**src/rtl/booth_pkg.sv**
```systemverilog
// Shared types and helpers for the Booth product accumulator.
// Build option: BOOTH_ACC_SAT_EN selects saturating accumulation (see booth_sat_add).
package booth_pkg;

    // Width of the signed product delivered by the 4x4 Booth multiplier.
    localparam int unsigned PROD_W = 8;

    // Accumulator controller states.
    typedef enum logic [0:0] {
        StAccum = 1'b0,
        StHold  = 1'b1
    } state_e;

    // Sign-extends a product to 32 bits; callers keep the low ACC_W bits.
    function automatic logic [31:0] sext_prod(input logic [PROD_W-1:0] prod);
        return {{(32 - PROD_W){prod[PROD_W-1]}}, prod};
    endfunction

endpackage

```
**src/rtl/booth_sat_add.sv**
```systemverilog
// Combinational ACC_W-bit signed adder with overflow flag.
// Build option: BOOTH_ACC_SAT_EN clamps the result to the signed range on overflow;
// without it the result wraps in two's complement.
module booth_sat_add #(
    parameter int unsigned ACC_W = 12
) (
    input  logic [ACC_W-1:0] a,
    input  logic [ACC_W-1:0] b,
    output logic [ACC_W-1:0] sum,
    output logic             ovf
);

    localparam logic [ACC_W-1:0] SatMax = {1'b0, {(ACC_W - 1){1'b1}}};
    localparam logic [ACC_W-1:0] SatMin = {1'b1, {(ACC_W - 1){1'b0}}};

    logic [ACC_W-1:0] raw;

    // Raw sum plus overflow: operands agree in sign but the result does not.
    always_comb begin
        raw = a + b;
        ovf = (a[ACC_W-1] == b[ACC_W-1]) && (raw[ACC_W-1] != a[ACC_W-1]);
    end

`ifdef BOOTH_ACC_SAT_EN
    // Clamp toward the operands' shared sign when the sum escapes the range.
    always_comb begin
        sum = raw;
        if (ovf) begin
            sum = a[ACC_W-1] ? SatMin : SatMax;
        end
    end
`else
    // Plain two's-complement wrap.
    always_comb begin
        sum = raw;
    end

    logic unused_sat_consts;
    assign unused_sat_consts = ^{SatMax, SatMin};
`endif

endmodule

```
**src/rtl/booth_product_accum.sv**
```systemverilog
// Sums batches of COUNT signed Booth products into an ACC_W-bit accumulator and
// hands each batch sum downstream over a valid/ready handshake. Upstream stalls
// while a finished sum is waiting to be taken.
// Build option: BOOTH_ACC_SAT_EN makes every addition saturate instead of wrap.
module booth_product_accum
    import booth_pkg::*;
#(
    parameter int unsigned COUNT = 4,
    parameter int unsigned ACC_W = 12
) (
    input  logic              clk,
    input  logic              rst,
    input  logic              clear,
    input  logic              prod_valid,
    input  logic [PROD_W-1:0] prod_data,
    output logic              prod_ready,
    output logic              sum_valid,
    output logic [ACC_W-1:0]  sum_data,
    input  logic              sum_ready,
    output logic              sum_ovf,
    output logic [7:0]        batch_cnt
);

    localparam logic [7:0] LastCnt = 8'(COUNT - 1);

    state_e           state_q, state_d;
    logic [ACC_W-1:0] acc_q, acc_d;
    logic [7:0]       cnt_q, cnt_d;
    logic [ACC_W-1:0] sum_q, sum_d;
    logic             sum_valid_q, sum_valid_d;
    logic             sum_ovf_q, sum_ovf_d;
    logic             sticky_q, sticky_d;

    logic [31:0]      prod_ext;
    logic [ACC_W-1:0] add_b;
    logic [ACC_W-1:0] add_sum;
    logic             add_ovf;
    logic             accept;
    logic             last;
    logic             take;

    // Product sign-extended to accumulator width.
    always_comb begin
        prod_ext = sext_prod(prod_data);
        add_b    = prod_ext[ACC_W-1:0];
    end

    logic unused_prod_ext;
    assign unused_prod_ext = ^prod_ext;

    booth_sat_add #(
        .ACC_W (ACC_W)
    ) u_add (
        .a   (acc_q),
        .b   (add_b),
        .sum (add_sum),
        .ovf (add_ovf)
    );

    // Handshake qualifiers; prod_ready never looks at prod_valid.
    always_comb begin
        prod_ready = (state_q == StAccum) && !clear;
        accept     = prod_valid && prod_ready;
        last       = (cnt_q == LastCnt);
        // In StHold sum_valid is always set, so sum_ready alone completes the transfer.
        take       = (state_q == StHold) && sum_ready;
    end

    // Next state: close the batch on the last product, reopen once the sum is taken.
    always_comb begin
        state_d = state_q;
        unique case (state_q)
            StAccum: begin
                if (accept && last) begin
                    state_d = StHold;
                end
            end
            StHold: begin
                if (sum_ready) begin
                    state_d = StAccum;
                end
            end
            default: state_d = StAccum;
        endcase
        if (clear) begin
            state_d = StAccum;
        end
    end

    // Next accumulator, count, overflow sticky and output-sum values.
    always_comb begin
        acc_d       = acc_q;
        cnt_d       = cnt_q;
        sticky_d    = sticky_q;
        sum_d       = sum_q;
        sum_valid_d = sum_valid_q;
        sum_ovf_d   = sum_ovf_q;

        if (clear) begin
            // Pending sum is dropped but sum_data keeps its last value.
            acc_d       = '0;
            cnt_d       = '0;
            sticky_d    = 1'b0;
            sum_valid_d = 1'b0;
        end else if (accept) begin
            if (last) begin
                sum_d       = add_sum;
                sum_ovf_d   = sticky_q | add_ovf;
                sum_valid_d = 1'b1;
                acc_d       = '0;
                cnt_d       = '0;
                sticky_d    = 1'b0;
            end else begin
                acc_d    = add_sum;
                cnt_d    = cnt_q + 8'd1;
                sticky_d = sticky_q | add_ovf;
            end
        end else if (take) begin
            sum_valid_d = 1'b0;
        end
    end

    // State register.
    always_ff @(posedge clk) begin
        if (rst) begin
            state_q <= StAccum;
        end else begin
            state_q <= state_d;
        end
    end

    // Datapath registers.
    always_ff @(posedge clk) begin
        if (rst) begin
            acc_q       <= '0;
            cnt_q       <= '0;
            sticky_q    <= 1'b0;
            sum_q       <= '0;
            sum_valid_q <= 1'b0;
            sum_ovf_q   <= 1'b0;
        end else begin
            acc_q       <= acc_d;
            cnt_q       <= cnt_d;
            sticky_q    <= sticky_d;
            sum_q       <= sum_d;
            sum_valid_q <= sum_valid_d;
            sum_ovf_q   <= sum_ovf_d;
        end
    end

    // Outputs straight from registers.
    always_comb begin
        sum_valid = sum_valid_q;
        sum_data  = sum_q;
        sum_ovf   = sum_ovf_q;
        batch_cnt = cnt_q;
    end

endmodule

```
**config.mk**
```make
export PLATFORM = sky130hd
export DESIGN_NAME = booth_product_accum
export DESIGN_NICKNAME = d
export VERILOG_FILES = /design/src/rtl/booth_pkg.sv /design/src/rtl/booth_sat_add.sv /design/src/rtl/booth_product_accum.sv
export SDC_FILE = /design/constraint.sdc
export NUM_CORES = 1
export LEC_CHECK = 0
export CAP_MARGIN = 20
export CORE_ASPECT_RATIO = 0.5
export CORE_MARGIN = 3
export CORE_UTILIZATION = 50
export DETAILED_ROUTE_END_ITERATION = 6
export GPL_TIMING_DRIVEN = 1
export PLACE_DENSITY = 0.78
export RECOVER_POWER = 50
export SLEW_MARGIN = 20
export SYNTH_ARGS = -nofsm -noshare
export SYNTH_HDL_FRONTEND = slang
export SYNTH_SLANG_ARGS = --single-unit
```
**constraint.sdc**
```tcl
create_clock -name clk -period 7.25 [get_ports clk]
set_input_delay 2.175 -clock clk [delete_from_list [all_inputs] [get_ports clk]]
set_output_delay 2.175 -clock clk [all_outputs]
set_load 0.02 [all_outputs]
```
### Word-level counts from Yosys, hierarchy flattened

Cells that the tools add are included.

| cells by class | value |
|---|---|
| multiplexer cells | 9 |
| reductions and logical operators | 10 |
| add/sub/neg operators | 2 |
| bitwise gates (word level) | 3 |
| eq/ne operators | 4 |

Operator list:

| operator | count |
|---|---|
| adder 12 bit | 1 |
| two-way mux 12 bit | 1 |
| adder 8 x 1 -> 8 bit, second input constant | 1 |
| == test 8 x 2 -> 1 bit, second input constant | 1 |
| two-way mux 8 bit | 1 |
| two-way mux 1 bit | 6 |
| logical AND 1 bit | 5 |
| AND reduction 3 bit | 1 |
| != test 2 x 1 -> 1 bit, second input constant | 1 |
| NOT 1 bit | 2 |
| case mux 1 bit (2 select lines) | 1 |
| AND reduction 2 bit | 1 |
| nonzero test 2 bit | 1 |
| OR reduction 2 bit | 1 |
| == test 1 bit | 1 |
| zero test 1 bit | 1 |
| != test 1 bit | 1 |
| bitwise OR 1 bit | 1 |

| word-level totals | value |
|---|---|
| bits of input ports | 13 |
| register bits after elaboration | 36 |
| output and inout port bits | 23 |
| word-level logic and storage cells | 35 |

### Depth between registers and ports, before layout

| logic depth | value |
|---|---|
| depth in word-level cells | 6 |
| depth in mapped cells | 8 |
| depth with buffers taken out | 8 |

### Modules after synthesis

A second synthesis with hierarchy kept.

| unflattened totals | value |
|---|---|
| cell total of the unflattened synthesis | 252 |
| area, all modules | 2122.0 µm² |

By module, submodules not included:

| module | area each (µm²) | times used | cells each | sequential area each (µm²) |
|---|---|---|---|---|
| booth_product_accum | 1591.5 | 1 | 182 | 720.7 |
| booth_sat_add | 530.5 | 1 | 70 | 0.0 |

### Least setup slack after synthesis

No wires, ideal clock.

| path | value |
|---|---|
| kind | input-to-output |
| from | in clear |
| to | out prod_ready |
| stages | 1 |
| arrival | 2516 ps |
| path buffers | 0 |
| data required time | 5075 ps |
| slack | 2559 ps |
| cell sequence | nor2_1 |

| on the way | value |
|---|---|
| word-level cells in the longest chain between the ends | 2 |

Ends and longest elaborated chain:

| item | line | RTL |
|---|---|---|
| from (decl) | booth_product_accum.sv:13 | `input logic clear,` |
| zero test 1 bit | booth_product_accum.sv:62 | `prod_ready = (state_q == StAccum) && !clear;` |
| logical AND 1 bit | booth_product_accum.sv:62 |  |
| to (decl) | booth_product_accum.sv:16 | `output logic prod_ready,` |

Every way passes these cells.

### Worst setup path in the final report

Ends and elaborated chain as after synthesis.

==> impl_metrics.ini <==
[outcome]
status = completed

[timing]
final_hold_viol_count = 0
rsz0062_at_grt = no
finalCritPeriodShare = 0.789
maxSlewViolCount = 0
fmaxAchievable_mhz = 175
final-setup-viol-count = 0
fin_skew_ps = 7.09
setup_tns_ps = 0
min_period_ps = 5720
tightest_slew_ps = 1100
whs_ps = 449
relSlewSlack = 0.262

[route]
dr_total_vias = 1673
wl_mm = 4.35
drt-initial-drc-count = 64
ant_nets = 0
drc = 0
via_per_inst = 5.63
routedWlPerCell_um = 14.6
firstDrtPassIters = 4

[power_and_ir_drop]
power_density_nw_per_um2 = 169
leakagePower_nw = 0.978
vdd_ir_drop_max_mv = 0.107

[logic_synthesis]
synth_enable_flop_cells = 0
synthesis.nets = 240
synth_seq_cells = 36
ys_async_sr_fraction = 0
yosys.area.top_type = dfxtp_1
yosysUniqueCellTypes = 40
yosys_warnings = 0
ys_seq_area_frac = 0.386
syn_area_um2 = 1870
synth_area_leaders = dfxtp_1 (39%), ha_1 (8.0%), nand2_1 (6.2%)
synth_cells = 214
synth_top_area_frac = 0.386
syn_avg_cell_area_um2 = 8.74
synthFlopType = dfxtp_1

[finish]
drive_above_1_share = 0.0402
fillers = 288
fin_util = 0.706
nNetsFinal = 274
areaGrowthSynthToFinish_pct = 23.6
multiInputGateArea_um2 = 1080
n_antenna_cell = 0
seq_area_um2 = 721

[placement]
portBuffers = 35
gp_routability_congestion = 0.831
dp_hpwl_mm = 3.05

[clock_tree]
cts_buffers = 5
cts_sinks = 36
post_cts_buffers = 0
cts-root-buf = clkbuf_8
postCtsHoldBufs = 0
clk_pin_slew_ps = 70
cts_resized = 0
cts_tree = yes
cts_buffer_depth = 2
clk_latency_ps = 280
ctsHtreeMaxLevel = 2

[die]
row_count = 14
die_w_um = 92.5
core_area_um2 = 3280
num_io_pins = 36
die_area_um2 = 4550
start_util = 0.571
die_h_um = 49.2

[critical_path]
cp_max_fo = 3
cp_slowest_cell = clkdlybuf4s50_1
worstSetupEndpointType = output port
cpLargestDelayFamily = buffers and inverters
crit_path_start_kind = primary input
cpPeakStageDelay_ps = 630
path_class = in2out
cp.required_ps = 5080
crit_chain = dlygate4sd3_1 > nor2_1 > clkdlybuf4s50_1
cp_num_buf_inv = 2
arrival_ps = 3550

[grt]
overflow = 0
grt_max_degree = 18
antenna_found_initial = 0
grt_pass1_wl_mm = 7.22
track_usage = 0.198
grt_pass1_vias = 1542

[job]
max_cap_viol_count = 0

[hold_path]
min-delay-path-class = reg2reg
[synthesized netlist by cell type, types with 2 or more instances]
cell type	number
nor2_1	29
nor2b_1	2
a21oi_2	3
a211oi_1	3
and3_1	5
a21o_1	6
mux2i_1	2
nand4_1	4
o211ai_1	5
a21oi_1	13
buf_2	2
nand3_1	4
o21ai_0	2
nand2_1	31
xnor2_1	5
inv_1	2
a22oi_1	11
clkbuf_1	4
dfxtp_1	36
o2111ai_1	3
xor2_1	9
ha_1	12
and2_1	4
[worst reg2reg max path, cell delays in order (launching register included)]
cell,delay (ps)
dfxtp_1,430
ha_1,250
or4b_4,490
nor4_4,220
and2_0,790
o211ai_1,240
and3_1,230
[where the power goes]
part           total [mW]  switching [mW]  internal (mW)
Clock               0.146          0.0681         0.0775
Combinational      0.0442          0.0251         0.0191
Sequential          0.201         0.00139          0.200
Total               0.391          0.0946          0.296
[worst paths after layout]
check	from	end	slack (ps)	cells past startpoint
setup / recovery	clear	prod_ready	1530	3
hold / removal	sum_data[5]	sum_data[5]	450	2
setup reg to reg	batch_cnt[1]	sum_data[11]	4500	6
hold reg to reg	sum_data[5]	sum_data[5]	450	2
[area by class of cell]
class | instances | area share
multi-input cells | 168 | 0.468
flip-flops and latches | 36 | 0.312
repair buffers | 35 | 0.152
clock buffers | 8 | 0.0390
well taps | 48 | 0.0260
inverters | 2 | 0.00325
[state kept, by name, indices dropped and copies added (netlist names)]
name,cells
sum_valid,1
sum_ovf,1
sum_data,12
acc_q,12
state_q,1
batch_cnt,8
sticky_q,1
[logic make-up (layout without fill, tap and decap cells)]
family / count (synthesis) / in the layout / share of synthesized area
buf+inv: 10 / 45 / 0.0315
compound gates: 52 / 52 / 0.194
xor+xnor: 14 / 14 / 0.0656
fa+ha+maj: 13 / 13 / 0.0910
mux: 2 / 2 / 0.0107
flops: 36 / 36 / 0.386
simple gates: 87 / 87 / 0.222
[through the flow]
step / area [µm²] / cells / worst slack, ps / total power [mW]
5_1_grt: 2310 / 297 / 1460 / 0.411
2_1_floorplan: 1870 / 214 / 2560 / 0.234
3_3_place_gp: 2230 / 289 / 1680 / 0.248
6_report: 2310 / 297 / 1530 / 0.391
4_1_cts: 2320 / 297 / 1650 / 0.395
3_5_place_dp: 2230 / 289 / 1650 / 0.249
[placed cells by master, fill, tap and decap left out, types with 2 or more instances in the layout]
cell	instances
a211oi_1	3
xnor2_1	5
and3_1	5
nor2b_1	2
and2_0	2
nand3_1	4
and2_1	2
ha_1	12
a21oi_1	15
o211ai_1	5
dlygate4sd3_1	23
xor2_1	9
dfxtp_1	36
a21o_1	6
clkbuf_1	2
nand4_1	4
inv_1	2
o2111ai_1	3
nand2_1	31
nor2_1	29
o21ai_0	2
clkbuf_8	6
a22oi_1	11
clkdlybuf4s50_1	12
mux2i_1	2
[per-layer routing]
metal / part of all wire / up-vias / track usage
met5: 0 / - / 0
li1: - / 832 / -
met3: 0.052 / 4 / 0.0570
met1: 0.49 / 800 / 0.265
met2: 0.45 / 37 / 0.313
met4: 0.0071 / 0 / 0.0542
No activity file was read; power rests on OpenSTA's default activity.
